<file path="src/rtl/inta_sequencer.sv">
// 8086-mode 8259A interrupt-acknowledge initiator: two INTA pulses, vector capture, valid/ready hand-off, non-specific EOI.
// Latency: int_req rise to inta_n fall = 3 clk; vec_valid rises 1 clk after the final inta_n rise; vec held until vec_ready.
module inta_sequencer #(
    parameter int         INTA_LOW_CYC = 2,
    parameter int         INTA_GAP_CYC = 2,
    parameter int         WR_LOW_CYC   = 2,
    parameter logic [7:0] EOI_CMD      = 8'h20
) (
    input  logic       clk,
    input  logic       reset,
    input  logic       int_req,
    output logic       inta_n,
    input  logic [7:0] pic_d_in,
    output logic [7:0] pic_d_out,
    output logic       pic_cs_n,
    output logic       pic_wr_n,
    output logic       pic_a0,
    output logic       vec_valid,
    input  logic       vec_ready,
    output logic [7:0] vec,
    input  logic       svc_done,
    output logic       busy
);

    localparam int MAX_IG  = (INTA_LOW_CYC > INTA_GAP_CYC) ? INTA_LOW_CYC : INTA_GAP_CYC;
    localparam int MAX_CYC = (MAX_IG > WR_LOW_CYC) ? MAX_IG : WR_LOW_CYC;
    localparam int CW      = $clog2(MAX_CYC) + 1;

    typedef enum logic [2:0] {
        IDLE, INTA1, GAP, INTA2, PRESENT, WAIT_DONE, EOI_WR, EOI_REC
    } state_t;

    state_t          state, state_nxt;
    logic [CW-1:0]   cnt, cnt_nxt;
    logic            int_meta, int_s;
    logic            counting;
    logic            inta_n_nxt, cs_n_nxt, wr_n_nxt, vec_valid_nxt;
    logic [7:0]      vec_nxt, d_out_nxt;

    always_comb begin
        state_nxt = state;
        vec_nxt   = vec;
        counting  = 1'b0;
        case (state)
            IDLE:      if (int_s) state_nxt = INTA1;
            INTA1: begin
                counting = 1'b1;
                if (cnt == CW'(INTA_LOW_CYC - 1)) state_nxt = GAP;
            end
            GAP: begin
                counting = 1'b1;
                if (cnt == CW'(INTA_GAP_CYC - 1)) state_nxt = INTA2;
            end
            INTA2: begin
                counting = 1'b1;
                // Capture on the edge that ends the last low cycle, while the PIC still drives the bus.
                if (cnt == CW'(INTA_LOW_CYC - 1)) begin
                    state_nxt = PRESENT;
                    vec_nxt   = pic_d_in;
                end
            end
            PRESENT:   if (vec_valid && vec_ready) state_nxt = WAIT_DONE;
            WAIT_DONE: if (svc_done) state_nxt = EOI_WR;
            EOI_WR: begin
                counting = 1'b1;
                if (cnt == CW'(WR_LOW_CYC - 1)) state_nxt = EOI_REC;
            end
            EOI_REC:   state_nxt = IDLE;
            default:   state_nxt = IDLE;
        endcase

        cnt_nxt = (counting && state_nxt == state) ? cnt + CW'(1) : '0;

        // Strobes decode the next state so they switch on the same edge as the FSM and cannot overlap.
        inta_n_nxt    = !(state_nxt == INTA1 || state_nxt == INTA2);
        cs_n_nxt      = (state_nxt != EOI_WR);
        wr_n_nxt      = (state_nxt != EOI_WR);
        d_out_nxt     = (state_nxt == EOI_WR) ? EOI_CMD : pic_d_out;
        vec_valid_nxt = (state == PRESENT) && (state_nxt == PRESENT);
    end

    always_ff @(posedge clk or posedge reset) begin
        if (reset) begin
            int_meta  <= 1'b0;
            int_s     <= 1'b0;
            state     <= IDLE;
            cnt       <= '0;
            inta_n    <= 1'b1;
            pic_cs_n  <= 1'b1;
            pic_wr_n  <= 1'b1;
            pic_d_out <= 8'h00;
            vec       <= 8'h00;
            vec_valid <= 1'b0;
        end else begin
            int_meta  <= int_req;
            int_s     <= int_meta;
            state     <= state_nxt;
            cnt       <= cnt_nxt;
            inta_n    <= inta_n_nxt;
            pic_cs_n  <= cs_n_nxt;
            pic_wr_n  <= wr_n_nxt;
            pic_d_out <= d_out_nxt;
            vec       <= vec_nxt;
            vec_valid <= vec_valid_nxt;
        end
    end

    assign pic_a0 = 1'b0;
    assign busy   = (state != IDLE);

endmodule

</file>
<file path="config.mk">
export PLATFORM = sky130hd
export DESIGN_NAME = inta_sequencer
export DESIGN_NICKNAME = d
export VERILOG_FILES = /design/src/rtl/inta_sequencer.sv
export SDC_FILE = /design/constraint.sdc
export NUM_CORES = 1
export LEC_CHECK = 0
export CAP_MARGIN = 20
export CORE_AREA = 2 2 48 50
export CTS_CLUSTER_DIAMETER = 50
export DETAILED_ROUTE_END_ITERATION = 6
export DIE_AREA = 0 0 50 52
export GPL_TIMING_DRIVEN = 0
export PLACE_DENSITY_LB_ADDON = 0.25
export SLEW_MARGIN = 20
export SYNTH_ARGS = -nofsm -noshare
export SYNTH_HDL_FRONTEND = slang
export SYNTH_SLANG_ARGS = --single-unit
</file>
<file path="constraint.sdc">
create_clock -name clk -period 4.1 [get_ports clk]
set_input_delay 0.41 -clock clk [delete_from_list [all_inputs] [get_ports clk]]
set_output_delay 0.41 -clock clk [all_outputs]
set_load 0.02 [all_outputs]
</file>
==> out/results.ini <==
[yosys]
yosysSeqAreaShare=0.525
ys.flop_type=dfrtp_1
syn_area_sq_um=910
synth_top_area_share=0.468
synth_edf_count=0
synthArstFlopShare=1.00
yosys.cell_types.count=28
synth-warning-count=0
synth_common_cells=dfrtp_1 (17), buf_4 (11), mux2_2 (9)
synth_area_leaders=dfrtp_1 (47%), mux2_2 (11%), buf_4 (9.1%)
synth-seq-cells=19
yosys.area.top_type=dfrtp_1
synthMostInstantiatedCell=dfrtp_1
netlist_instances=73
avgSynthCellArea_sq_um=12.5

[final_layout]
antenna_cells=0
drive_gt1_frac=0.291
stdcell_count=138
final_design_area_no_fill_sq_um=1260
fill_cells=191
areaGrowthSynthToFinish_pct=38.4
nNetsFinal=125

[clocking]
clockBufferDepth=2
cts_tree=built
root_buffer=clkbuf_4
cts_resized=0
cts_made_buffers=3
cts_hold_buffers=0
cts.htree.levels=1
postCtsSetupRepairBufs=0
clkSinkCount=19
clk_pin_slew_ps=110
clk_latency_ps=300

[timing]
worst_slew_pin_slew_ps=731
hold_viol=0
worst_slack_ps=1910
fin_skew_ps=2.12
setup_tns_ps=0
slew_headroom=0.512
post-route-min-period_ps=2190
maxSlewViolCount=0
setup_viol=0
fmax_mhz=456
rsz0062_at_grt=no
post-route-period-util=0.534

[detailed_routing]
drt_iter0_markers=0
wl_per_cell_um=10.7
drc=0
final_antenna_net_count=0
via_per_inst=4.48
vias=618
first_pass_iters=1
wl_mm=1.48

[min_path]
hold_path_end=int_s
hold_path.class=flop to flop
hp-start=int_meta
hold_depth=0

[setup_path]
end_kind=primary output
required_ps=3690
reg2reg_depth=4
crit_type=flop to primary output
r2r_start=cnt[0]
cp-startpoint=state[0]
worst_ep_arrival_time_ps=1780
r2r_setup_slack_ps=2720
rr_endpoint=vec[7]
path_max_fanout=10
crit_path_start_kind=flop

[floorplan]
boundaryPins=35
die_w_um=50
start_util=0.432
rows=17
core_sq_um=2110
die_h_um=52
dieArea_sq_um=2600

[placed_design]
pre_cts_ws_ps=2250
dpl_cell_area_sq_um=1230
gp_congestion=0.745
port_buffers=26
placed_cells=134
hpwl_mm=1.09

[power]
swShare=0.367
pwr-share-clk=0.108
power_density_nw_per_um2=692
peakVddDrop_mv=0.352
power_switching_mw=0.319
combinationalPowerShare=0.527
intPower_mw=0.552
leakage_nw=0.589
p_seq_frac=0.365

[status]
run_status=completed

[global_routing]
grt_max_degree=20
grt_overflow_total=0
grt_use_total=0.136
grt_pass1_wl_mm=2.57
grt_antenna_before_repair=0
grt_pass1_vias=603

[flow_run]
drv_cap=0

-- power groups by stage --
stage               logic [mW]  registers [mW]  clock network [mW]
global placement         0.454           0.319                   0
finish                   0.459           0.318              0.0945
detailed placement       0.463           0.322                   0
CTS                      0.465           0.318              0.0991
floorplan                0.243           0.378                   0
global route             0.495           0.330               0.108
-- kinds of logic after synthesis --
logic type / count (synthesis) / share of synthesized area
flip-flops: 19 / 0.525
AO/OA/AOI/OAI: 7 / 0.0660
other: 1 / 0.00412
buffers and inverters: 14 / 0.111
adder cells (fa/ha/maj): 1 / 0.0138
AND/OR/NAND/NOR: 21 / 0.157
multiplexers: 10 / 0.122
-- registers in the layout (all words and copies together), names as in the netlist --
register,flops
cnt,2
pic_wr_n,1
int_meta,1
inta_n,1
vec,8
state,3
int_s,1
pic_d_out,1
vec_valid,1
-- cell usage in the layout (no fill, tap or decap), drive strengths merged, types with 2 or more instances in the layout --
cell type      instances
nand2                  6
o221ai                 2
clkdlybuf4s50         26
buf                   12
nor2                   4
inv                    2
nor3b                  2
conb                   8
dfstp                  2
nand2b                 3
dfrtp                 17
mux2                   9
clkbuf                 3
-- per-stage QoR --
step | util | total power [mW] | hold slack [ps]
6_report | 0.598 | 0.871 | 358
5_1_grt | 0.598 | 0.932 | 375
4_1_cts | 0.598 | 0.882 | 359
3_5_place_dp | 0.585 | 0.785 | 335
3_3_place_gp | 0.585 | 0.773 | 337
2_1_floorplan | - | 0.621 | 331
-- worst max path at each step --
stage            to  slack [ps]  depth (start not counted)
6_report       busy        1910                          3
2_1_floorplan  busy        2710                          2
5_1_grt        busy        1810                          3
3_3_place_gp   busy        2240                          3
3_5_place_dp   busy        2250                          3
4_1_cts        busy        1890                          3
-- critical path, stage by stage (launching register included) --
cell             delay (ps)
dfrtp_1                 470
buf_6                   170
or3_1                   290
clkdlybuf4s50_1         540
-- per-layer routing --
metal	vias to the layer above	wire, um	track usage
met2	25	664	0.197
met3	5	116	0.0402
met4	0	38	0.0972
met1	285	659	0.171
met5	-	0	0
li1	303	-	-
-- area by class of cell --
cell class | count | area (sq um) | area share
clock buffers | 3 | 22.5 | 0.0179
multi-input cells | 47 | 357 | 0.283
clock inverters | 1 | 5.00 | 0.00398
flip-flops and latches | 19 | 478 | 0.380
repair buffers | 26 | 260 | 0.207
inverters | 2 | 7.51 | 0.00596
plain buffers | 12 | 93.8 | 0.0746
well taps | 28 | 35.0 | 0.0278
(Power assumes the default switching activity.)
